### config.mk
export PLATFORM = sky130hd
export DESIGN_NAME = fifo_wr_arbiter
export DESIGN_NICKNAME = d
export VERILOG_FILES = /design/src/rtl/fifo_wr_arbiter.sv
export SDC_FILE = /design/constraint.sdc
export NUM_CORES = 1
export LEC_CHECK = 0
export CAP_MARGIN = 15
export CELL_PAD_IN_SITES_DETAIL_PLACEMENT = 1
export CELL_PAD_IN_SITES_GLOBAL_PLACEMENT = 1
export CORE_MARGIN = 1
export CORE_UTILIZATION = 29
export CTS_CLUSTER_DIAMETER = 40
export CTS_CLUSTER_SIZE = 40
export DETAILED_ROUTE_END_ITERATION = 8
export GPL_TIMING_DRIVEN = 0
export PLACE_DENSITY_LB_ADDON = 0.1
export SYNTH_ARGS = -nofsm -noshare
export SYNTH_HDL_FRONTEND = slang
export SYNTH_SLANG_ARGS = --single-unit
### constraint.sdc
create_clock -name clk -period 10.15 [get_ports clk]
set_input_delay 3.045 -clock clk [delete_from_list [all_inputs] [get_ports clk]]
set_output_delay 3.045 -clock clk [all_outputs]
set_load 0.01 [all_outputs]
### src/rtl/fifo_wr_arbiter.sv
// Round-robin burst arbiter sharing one async FIFO write port among NReq requesters.
// Grants whole bursts (up to MaxBurst beats or i_last) and never writes while i_full.
module fifo_wr_arbiter #(
   parameter int NReq     = 4,
   parameter int Width    = 8,
   parameter int MaxBurst = 4
) (
   input  logic                          clk,
   input  logic                          rst_n,
   input  logic [NReq-1:0]               i_req,
   input  logic [NReq*Width-1:0]         i_data,
   input  logic [NReq-1:0]               i_last,
   input  logic                          i_full,
   output logic [NReq-1:0]               o_gnt,
   output logic                          o_wr_en,
   output logic [Width-1:0]              o_wr_data,
   output logic                          o_busy,
   output logic [$clog2(NReq)-1:0]       o_owner
);

   localparam int PW = $clog2(NReq);
   localparam int CW = $clog2(MaxBurst + 1);

   typedef enum logic [0:0] {
      IDLE  = 1'b0,
      BURST = 1'b1
   } state_t;

   state_t          state_r, state_nxt_s;
   logic [PW-1:0]   rr_ptr_r, rr_ptr_nxt_s;
   logic [CW-1:0]   beat_cnt_r, beat_cnt_nxt_s;
   logic [PW-1:0]   owner_r, owner_nxt_s;
   logic [NReq-1:0] gnt_s;
   logic [Width-1:0] wr_data_s;
   logic            found_s;
   logic [PW-1:0]   win_s;
   int              scan_idx_s;

   function automatic logic [PW-1:0] next_ptr(input logic [PW-1:0] p);
      if (p == PW'(NReq - 1)) begin
         return {PW{1'b0}};
      end else begin
         return p + PW'(1);
      end
   endfunction

   // Round-robin winner: first requester at or after rr_ptr, wrapping below NReq.
   always_comb begin
      found_s    = 1'b0;
      win_s      = {PW{1'b0}};
      scan_idx_s = 0;
      for (int i = 0; i < NReq; i++) begin
         scan_idx_s = int'(rr_ptr_r) + i;
         scan_idx_s = (scan_idx_s >= NReq) ? (scan_idx_s - NReq) : scan_idx_s;
         if (!found_s && i_req[scan_idx_s]) begin
            found_s = 1'b1;
            win_s   = PW'(scan_idx_s);
         end else begin
            found_s = found_s;
         end
      end
   end

   // Next-state and grant logic; reset low or FIFO full blocks every grant and holds state.
   always_comb begin
      gnt_s          = {NReq{1'b0}};
      state_nxt_s    = state_r;
      rr_ptr_nxt_s   = rr_ptr_r;
      beat_cnt_nxt_s = beat_cnt_r;
      owner_nxt_s    = owner_r;
      case (state_r)
         IDLE: begin
            if (rst_n && !i_full && found_s) begin
               gnt_s[win_s] = 1'b1;
               owner_nxt_s  = win_s;
               if (i_last[win_s] || (MaxBurst == 1)) begin
                  rr_ptr_nxt_s = next_ptr(win_s);
               end else begin
                  state_nxt_s    = BURST;
                  beat_cnt_nxt_s = CW'(1);
               end
            end else begin
               state_nxt_s = IDLE;
            end
         end
         BURST: begin
            if (!rst_n || i_full) begin
               state_nxt_s = BURST;
            end else if (!i_req[owner_r]) begin
               // Owner dropped mid-burst: release without a grant this cycle.
               state_nxt_s    = IDLE;
               rr_ptr_nxt_s   = next_ptr(owner_r);
               beat_cnt_nxt_s = {CW{1'b0}};
            end else begin
               gnt_s[owner_r] = 1'b1;
               if (i_last[owner_r] || (beat_cnt_r == CW'(MaxBurst - 1))) begin
                  state_nxt_s    = IDLE;
                  rr_ptr_nxt_s   = next_ptr(owner_r);
                  beat_cnt_nxt_s = {CW{1'b0}};
               end else begin
                  beat_cnt_nxt_s = beat_cnt_r + CW'(1);
               end
            end
         end
         default: begin
            state_nxt_s    = IDLE;
            beat_cnt_nxt_s = {CW{1'b0}};
         end
      endcase
   end

   // Write data mux: OR of one-hot selected slices, zero when nothing is granted.
   always_comb begin
      wr_data_s = {Width{1'b0}};
      for (int k = 0; k < NReq; k++) begin
         if (gnt_s[k]) begin
            wr_data_s = wr_data_s | i_data[k*Width +: Width];
         end else begin
            wr_data_s = wr_data_s;
         end
      end
   end

   // Arbiter state registers.
   always_ff @(posedge clk or negedge rst_n) begin
      if (!rst_n) begin
         state_r    <= IDLE;
         rr_ptr_r   <= {PW{1'b0}};
         beat_cnt_r <= {CW{1'b0}};
         owner_r    <= {PW{1'b0}};
      end else begin
         state_r    <= state_nxt_s;
         rr_ptr_r   <= rr_ptr_nxt_s;
         beat_cnt_r <= beat_cnt_nxt_s;
         owner_r    <= owner_nxt_s;
      end
   end

   assign o_gnt     = gnt_s;
   assign o_wr_en   = |gnt_s;
   assign o_wr_data = wr_data_s;
   assign o_busy    = (state_r == BURST);
   assign o_owner   = owner_r;

endmodule

==> flow_summary.toml, run 1 <==
[status]
status = "completed"

[clocking]
postCtsSetupRepairBufs = 0
cts_buffers = 3
cts_resized = 0
cts_tree = "yes"
clock_sinks = 8
clock_latency_ns = 0.27
ctsLongestPathBuffers = 2
cts_root_buf = "clkbuf_4"
path_clk_slew_ns = 0.06
cts_hold_buf = 0
cts_max_level = 1

[timing]
fin_crit_ns = 9.12
period_share_pct = 89.9
setup_viol = 0
slew_headroom_pct = 67.6
finalClockSkew_ns = 0.00131
worst_pin_slew_ns = 0.486
final_hold_viol_count = 0
final.setup.tns_ns = 0
max_freq_ghz = 0.110
rsz0062_at_grt = "false"
final_max_slew_viol_count = 0

[routing]
detail-route-antenna-nets = 0
drc = 0
first_iter_violations = 32
wl_per_cell_um = 17.2
viasPerCell = 5.41
wl_um = 3940
drtPass1Iterations = 4
via_count = 1238

[worst_setup_path]
r2r-start = "rr_ptr_r[1]"
cp-start-kind = "input port"
rrSetupSlack_ns = 7.97
endpoint_kind = "output port"
worstSetupPathType = "input port to output port"
r2r.worst_path.cells = 6
cp_max_fo = 10
r2r-end = "rr_ptr_r[1]"
required_ns = 7.11
arrival_ns = 6.08

[global_routing]
grt_max_degree = 11
grt.total_usage_pct = 21.1
grt_pass1_vias = 1320
grt_pass1_wl_um = 6580
gr-total-overflow = 0
grt_antenna_before_repair = 0

[floorplan]
core_mm2 = 0.00342
die_x_um = 62.3
fp-row-count = 21
start_util_pct = 30.9
ios = 59
dieArea_mm2 = 0.00388
die_h_um = 62.3

[synth]
synth_area_leader_cell = "dfrtp_1"
synthCells = 122
syn_nets = 175
synth.yosys.seq_area_share_pct = 19.0
ys.warnings.count = 0
synth_top_area_share_pct = 19.0
ys_types = 43
synth.avg_cell_area_um2 = 8.65
syn_area_mm2 = 0.00105
synth.area.top_cells = "dfrtp_1, a22oi_1, ha_1, nand2_1, inv_1"
ys_ff_latch = 8

[min_path]
min_path_type = "register to register"
min_to = "beat_cnt_r[2]"
holdCritStartpoint = "beat_cnt_r[2]"
min_path_cells = 2

[power]
power_density_mw_per_mm2 = 190
irDropWorstVdd_v = 0.000111
leakage_nw = 0.718

[final_layout]
final_nets = 238
n_fill_cell = 416
area_delta_synth_final_pct = 62.6
seq_area_um2 = 200
layout-drive-gt1-share_pct = 12.6
final_util_pct = 50.2
antenna_cells = 0
multiInputGateArea_um2 = 802

[flow_run]
cap_viol_max_count = 0

[placement]
portBuffers = 58
dpl.hpwl_um = 3280
gp_congestion = 0.796
synthesized netlist by cell type, drive strengths merged:
library cell,number
and3,1
a31o,1
nor3b,1
a2111oi,1
a311oi,1
o31a,1
o32a,1
a31oi,1
mux2,3
o31ai,2
o21a,1
dfrtp,8
a21o,1
o211a,2
a21oi,2
o21ai,6
and2,2
buf,2
inv,10
or3,1
nor3,2
nor2,11
or4,1
nor2b,1
nand2,13
nor4,1
o211ai,1
a211oi,2
nand2b,5
a22oi,22
mux4,1
nand3,4
ha,10
power by group:
group	switching (W)	internal (W)	leakage [nW]
registers	0.0000234	0.0000475	0.0980
clock network	0.0000132	0.0000137	0.0138
logic	0.000115	0.000114	0.606
total	0.000152	0.000175	0.718
critical path, cell delays in order:
cell,delay (ns)
clkdlybuf4s50_1,0.59
inv_2,0.10
o211a_1,0.26
nor3_4,0.34
inv_1,0.19
ha_1,0.23
a22oi_2,0.16
nor2_2,0.12
or4_1,0.51
clkdlybuf4s50_1,0.51
metal layers:
layer / wire (µm) / GRT usage (%) / up-vias / part of all wire (%)
met5: 0 / 0 / - / 0
met4: 41 / 6.10 / 0 / 1.0
met3: 141 / 2.21 / 5 / 3.6
met2: 2080 / 39.7 / 34 / 53
met1: 1680 / 25.0 / 609 / 43
li1: - / - / 590 / -
state kept, by name, summed over array words and instances (netlist names):
signal,flops
beat_cnt_r,3
rr_ptr_r,2
o_owner,2
o_busy,1
cell type report:
class                           count  share of cell area, %
Sequential cell                     8                   11.7
Buffer                              2                  0.875
Timing Repair Buffer               58                   33.8
Clock buffer                        3                   1.31
Multi-Input combinational cell    102                   46.8
Inverter                           10                   2.19
Tap cell                           46                   3.36
worst max path at each step:
stage	from	endpoint	slack, ns	cells past startpoint
final	i_req[1]	o_wr_en	1.03	10
after global routing	i_req[2]	o_wr_en	0.85	10
after CTS	i_req[1]	o_wr_en	1.03	10
after detailed placement	i_req[2]	o_wr_en	1.04	10
after global placement	i_req[1]	o_wr_en	1.08	10
after floorplan	i_req[0]	o_wr_en	2.32	8
stage by stage:
step / worst slack, ns / hold slack, ns / power, W / std cells / instance area [µm²]
4_1_cts: 1.03 / 0.538 / 0.000328 / 229 / 1720
3_3_place_gp: 1.08 / 0.499 / 0.000290 / 226 / 1690
2_1_floorplan: 2.32 / 0.484 / 0.000208 / 122 / 1050
6_report: 1.03 / 0.533 / 0.000326 / 229 / 1720
5_1_grt: 0.846 / 0.583 / 0.000353 / 229 / 1720
3_5_place_dp: 1.04 / 0.524 / 0.000300 / 226 / 1690
cell families (layout without fill, tap and decap cells):
kind of cell	count (synthesis)	after routing	share of synthesized area, %
and+or+nand+nor	43	43	23.4
buffers and inverters	12	73	4.98
adders and majority gates	10	10	11.9
DFF	8	8	19.0
AOI/OAI and AO/OA	45	45	35.5
muxes	4	4	5.34
placed cells by master, fill, tap and decap left out, types with 2 or more instances in the layout:
cell type        count
clkbuf_4             3
nand2_1             13
clkdlybuf4s50_1     58
inv_1                9
o21ai_0              5
a211oi_2             2
nor2_2               5
dfrtp_1              8
a22oi_2              2
nand2b_1             5
o211a_1              2
a21oi_1              2
ha_1                10
mux2_1               2
nand3_1              4
nor2_1               6
a22oi_1             19
(Power assumes the default switching activity.)
==> run 2: changes to the inputs <==
--- a/config.mk
+++ b/config.mk
@@ -14,5 +14,4 @@
 export CTS_CLUSTER_SIZE = 40
 export DETAILED_ROUTE_END_ITERATION = 8
-export GPL_TIMING_DRIVEN = 0
 export PLACE_DENSITY_LB_ADDON = 0.1
 export SYNTH_ARGS = -nofsm -noshare
==> constraint.sdc (replaced) <==
create_clock -name clk -period 10.15 [get_ports clk]
set_input_delay 1.015 -clock clk [delete_from_list [all_inputs] [get_ports clk]]
set_output_delay 1.015 -clock clk [all_outputs]
set_load 0.01 [all_outputs]
==> run 2 against run 1 <==
Routed wire length down 2.7%. Register-to-register slack about the same. Clock skew up 0.0058 ns. Total power down 2.4%. Sequential share of layout area up 0.10 points. Critical path type unchanged.
==> flow_summary.toml, run 2 (synthesis results as in run 1) <==
[final_layout]
final_nets = 236
largest_reg_flops = 3
top_register = "beat_cnt_r"
area_delta_synth_final_pct = 61.2
layout-drive-gt1-share_pct = 12.2
mostFrequentLayoutCells = "clkdlybuf4s50_1, a22oi_1, nand2_1, ha_1, inv_1"
antenna_cells = 0
layout_commonest_cell = "clkdlybuf4s50_1"
multiInputGateArea_um2 = 802
n_fill_cell = 409
seq_area_um2 = 200

[routing]
drtPass1Iterations = 4
first_iter_violations = 24
wl_um = 3830
viasPerCell = 5.21
detail-route-antenna-nets = 0
via_count = 1183
wl_per_cell_um = 16.9
drc = 0

[global_routing]
grt_pass1_wl_um = 6290
grt_antenna_before_repair = 0
grt.total_usage_pct = 20.9
grt_pass1_vias = 1202
gr-total-overflow = 0
grt_max_degree = 14

[timing]
finalClockSkew_ns = 0.00708
rsz0062_at_grt = "false"
final.setup.tns_ns = 0
setup_viol = 0
max_freq_ghz = 0.199
slew_headroom_pct = 68.5
final_hold_viol_count = 0
worst_pin_slew_ns = 0.472
hold_ws_ns = 0.517
fin_crit_ns = 5.03
final_max_slew_viol_count = 0
period_share_pct = 49.6

[worst_setup_path]
worstSetupPathType = "input port to output port"
required_ns = 9.14
arrival_ns = 4.02
cp_max_fo = 10
worst_path_max_delay_cell = "clkdlybuf4s50_1"
critical_path.top_delay_family = "buffers and inverters"
rrSetupSlack_ns = 7.98
r2r-end = "rr_ptr_r[1]"
r2r.worst_path.cells = 6
cp-start-kind = "input port"
endpoint_kind = "output port"
crit_path_cell_trace = "clkdlybuf4s50_1 > inv_2 > o211a_1 > nor3_4 > inv_1 > ha_1 > a22oi_2 > nor2_2 > or4_1 > clkdlybuf4s50_1"
cpMostUsedCell = "clkdlybuf4s50_1"
cpPeakStageDelay_ns = 0.59
r2r-start = "rr_ptr_r[1]"
crit_buf_inv = 4

[clocking]
cts_buffers = 3
clock_latency_ns = 0.26
path_clk_slew_ns = 0.05
cts_root_buf = "clkbuf_4"
cts_resized = 0
clock_sinks = 8
cts_tree = "yes"
postCtsSetupRepairBufs = 0
cts_max_level = 1
cts_hold_buf = 0
ctsLongestPathBuffers = 2

[power]
p_clk_share_pct = 7.5
finalPower_w = 0.000318
leakage_nw = 0.711
p_seq_share_pct = 23.5
p_int_w = 0.000174
power_density_mw_per_mm2 = 187
p_switching_w = 0.000145
irDropWorstVdd_v = 0.000115
switching_share_pct = 45.5
pwr-share-comb_pct = 69.1

[placement]
dpl.hpwl_um = 3290
portBuffers = 58
gp_congestion = 0.824

[floorplan]
die_x_um = 62.3
ios = 59
core_mm2 = 0.00342
dieArea_mm2 = 0.00388
die_h_um = 62.3
fp-row-count = 21
start_util_pct = 30.9

[min_path]
holdCritStartpoint = "beat_cnt_r[2]"
min_path_cells = 2
min_path_type = "register to register"
min_to = "beat_cnt_r[2]"

[flow_run]
cap_viol_max_count = 0

[status]
status = "completed"
-- run 2: changes by cell type in the layout (fill, tap and decap cells not counted) --
cell	change
buf_1	-1
buf_6	-1
-- run 2: final cells by class --
class	instances	area share (%)
clock buffers	3	1.32
repair buffers	58	34.1
well taps	46	3.38
flip-flops and latches	8	11.8
multi-input cells	102	47.2
inverters	10	2.21
-- run 2: power by group through the flow --
stage	sequential, W	clock, W	combinational, W
3_5_place_dp	0.0000759	0	0.000223
2_1_floorplan	0.0000667	0	0.000141
4_1_cts	0.0000754	0.0000261	0.000224
3_3_place_gp	0.0000741	0	0.000217
6_report	0.0000747	0.0000239	0.000220
5_1_grt	0.0000792	0.0000264	0.000243
-- run 2: worst max-delay path by stage --
stage,startpoint,to,slack (ns),cells after the start
2_1_floorplan,i_req[0],o_wr_en,6.38,8
3_3_place_gp,i_req[1],o_wr_en,5.13,10
3_5_place_dp,i_req[1],o_wr_en,5.13,10
4_1_cts,i_req[1],o_wr_en,5.12,10
5_1_grt,i_req[1],o_wr_en,4.98,10
6_report,i_req[1],o_wr_en,5.12,10
-- run 2: stage by stage --
step | instance area (µm²) | setup slack [ns] | utilization (%) | cells
finish | 1700 | 5.12 | 49.8 | 227
global route | 1700 | 4.98 | 49.8 | 227
CTS | 1700 | 5.12 | 49.8 | 227
detailed placement | 1680 | 5.13 | 49.1 | 224
global placement | 1680 | 5.13 | 49.1 | 224
floorplan | 1050 | 6.38 | - | 122
-- run 2: worst reg2reg max path, cell delays in order, from the launching register on --
cell      delay (ns)
dfrtp_1         0.44
and2_1          0.22
o211a_1         0.25
o21ai_0         0.32
a211oi_2        0.15
o31ai_2         0.31
mux2_1          0.35
-- run 2: layer usage --
layer	routed length, µm	up-vias	track usage (%)
li1	-	580	-
met1	1700	567	26.2
met2	1940	32	36.1
met3	137	4	2.39
met4	55	0	8.72
met5	0	-	0
==> run 3: changes to the inputs <==
- CORE_UTILIZATION: 29 -> 24
- clock period: 10.15 -> 4.21 ns (I/O delays scaled with it)
==> run 3 against run 2 <==
Routed wire length grew 4.5%. Clock-buffer cell count is the same. Critical path depth is the same. Non-clock buffer count is the same. Worst setup slack lost 4.7 ns. Via count grew 1.4%. Core utilization shrank 7.9 points. Sequential share of layout area shrank 0.16 points. Global-route usage shrank 3.9 points. Critical endpoint unchanged.
==> flow_summary.toml, run 3 (synthesis results as in run 1) <==
[status]
status = "completed"

[power]
switching_share_pct = 44.7
leakage_nw = 0.719
power_density_mw_per_mm2 = 472
pwr-share-comb_pct = 65.9
p_clk_share_pct = 11.4
p_seq_share_pct = 22.7
irDropWorstVdd_v = 0.000226
p_switching_w = 0.000363
p_int_w = 0.000450

[floorplan]
start_util_pct = 25.6
core_mm2 = 0.00412
dieArea_mm2 = 0.00466
die_x_um = 68.3
die_h_um = 68.3
ios = 59
fp-row-count = 23

[placement]
gp_congestion = 0.788
dpl.hpwl_um = 3430
dpl-instance-area_mm2 = 0.00168
portBuffers = 58

[worst_setup_path]
required_ns = 3.79
crit_buf_inv = 4
worstSetupPathType = "input port to output port"
cpPeakStageDelay_ns = 0.58
worst_path_max_delay_cell = "clkdlybuf4s50_1"
r2r-start = "rr_ptr_r[1]"
endpoint_kind = "output port"
r2r.worst_path.cells = 6
crit_path_cell_trace = "clkdlybuf4s50_1 > inv_2 > o211a_1 > nor3_4 > inv_1 > ha_1 > a22oi_2 > nor2_2 > or4_1 > clkdlybuf4s50_1"
r2r-end = "rr_ptr_r[0]"
critPathLaunch = "i_req[1]"
rrSetupSlack_ns = 2.11
cp-start-kind = "input port"
critical_path.top_delay_family = "buffers and inverters"
cp_max_fo = 10
arrival_ns = 3.39
cpMostUsedCell = "clkdlybuf4s50_1"

[routing]
detail-route-antenna-nets = 0
drc = 0
viasPerCell = 5.19
wl_um = 4010
first_iter_violations = 27
drtPass1Iterations = 4
wl_per_cell_um = 17.3
via_count = 1199

[timing]
slew_headroom_pct = 67.0
finalClockSkew_ns = 0.00294
final_hold_viol_count = 0
max_freq_ghz = 0.263
rsz0062_at_grt = "false"
setup_viol = 0
worst_pin_slew_ns = 0.495
fin_crit_ns = 3.81
final_max_slew_viol_count = 0
final.setup.tns_ns = 0
period_share_pct = 90.4

[clocking]
clock_latency_ns = 0.23
clock_sinks = 8
cts_max_level = 1
cts_hold_buf = 0
cts_buffers = 3
postCtsSetupRepairBufs = 0
cts_tree = "yes"
path_clk_slew_ns = 0.04
cts_root_buf = "clkbuf_8"
ctsLongestPathBuffers = 2
cts_resized = 0

[global_routing]
gr-total-overflow = 0
grt_pass1_wl_um = 5890
grt_max_degree = 14
grt.total_usage_pct = 17.0
grt_antenna_before_repair = 0
grt_pass1_vias = 1251

[final_layout]
layout_commonest_cell = "clkdlybuf4s50_1"
layout-drive-gt1-share_pct = 12.2
largest_reg_flops = 3
antenna_cells = 0
stdcell_area_mm2 = 0.00172
mostFrequentLayoutCells = "clkdlybuf4s50_1, a22oi_1, nand2_1, ha_1, inv_1"
area_delta_synth_final_pct = 63.5
top_register = "beat_cnt_r"
final_nets = 236

[flow_run]
cap_viol_max_count = 0

[min_path]
min_path_type = "input port to asynchronous set/reset pin"
==> run 3: final cells by class <==
class,instances,area [µm²]
Timing Repair Buffer,58,581
Multi-Input combinational cell,102,802
Sequential cell,8,200
Clock buffer,3,41.3
Inverter,10,37.5
Tap cell,50,62.6
Fill cell,494,2390
==> run 3: metal layers <==
metal	wire length (µm)	vias to the layer above	global-route usage [%]	part of all wire, %
met5	0	-	0	0
met4	49	0	4.43	1.2
met3	70	7	1.33	1.7
met2	2240	16	31.7	56
met1	1650	594	20.5	41
li1	-	582	-	-
==> run 3: metrics by stage <==
step	std cells	hold slack (ns)	power, W	worst slack [ns]	utilization (%)
3_5_place_dp	228	0.521	0.000732	0.386	40.9
4_1_cts	231	0.504	0.000827	0.392	41.9
5_1_grt	231	0.523	0.000884	0.260	41.9
2_1_floorplan	122	0.125	0.000501	1.60	-
6_report	231	0.494	0.000813	0.402	41.9
3_3_place_gp	228	0.503	0.000703	0.462	40.9
==> run 3: worst reg2reg max path: cells and delay by family (launching register included) <==
| kind | cells | cell delay, ns |
|---|---|---|
| muxes | 1 | 0.35 |
| and+or+nand+nor | 1 | 0.22 |
| DFF | 1 | 0.43 |
| AOI/OAI and AO/OA | 4 | 0.97 |
==> run 3: power by group through the flow <==
| stage | Combinational [W] | Clock (W) | Sequential, W |
|---|---|---|---|
| after floorplan | 0.000340 | 0 | 0.000161 |
| after global placement | 0.000520 | 0 | 0.000183 |
| after detailed placement | 0.000545 | 0 | 0.000187 |
| after CTS | 0.000546 | 0.0000954 | 0.000186 |
| after global routing | 0.000590 | 0.0000987 | 0.000195 |
| final | 0.000536 | 0.0000924 | 0.000185 |
==> run 3: worst max-delay path by stage <==
stage | to | cells after the start
6_report | o_wr_en | 10
3_3_place_gp | o_wr_en | 10
3_5_place_dp | o_wr_en | 10
4_1_cts | o_wr_en | 10
2_1_floorplan | o_wr_en | 8
5_1_grt | o_wr_en | 10
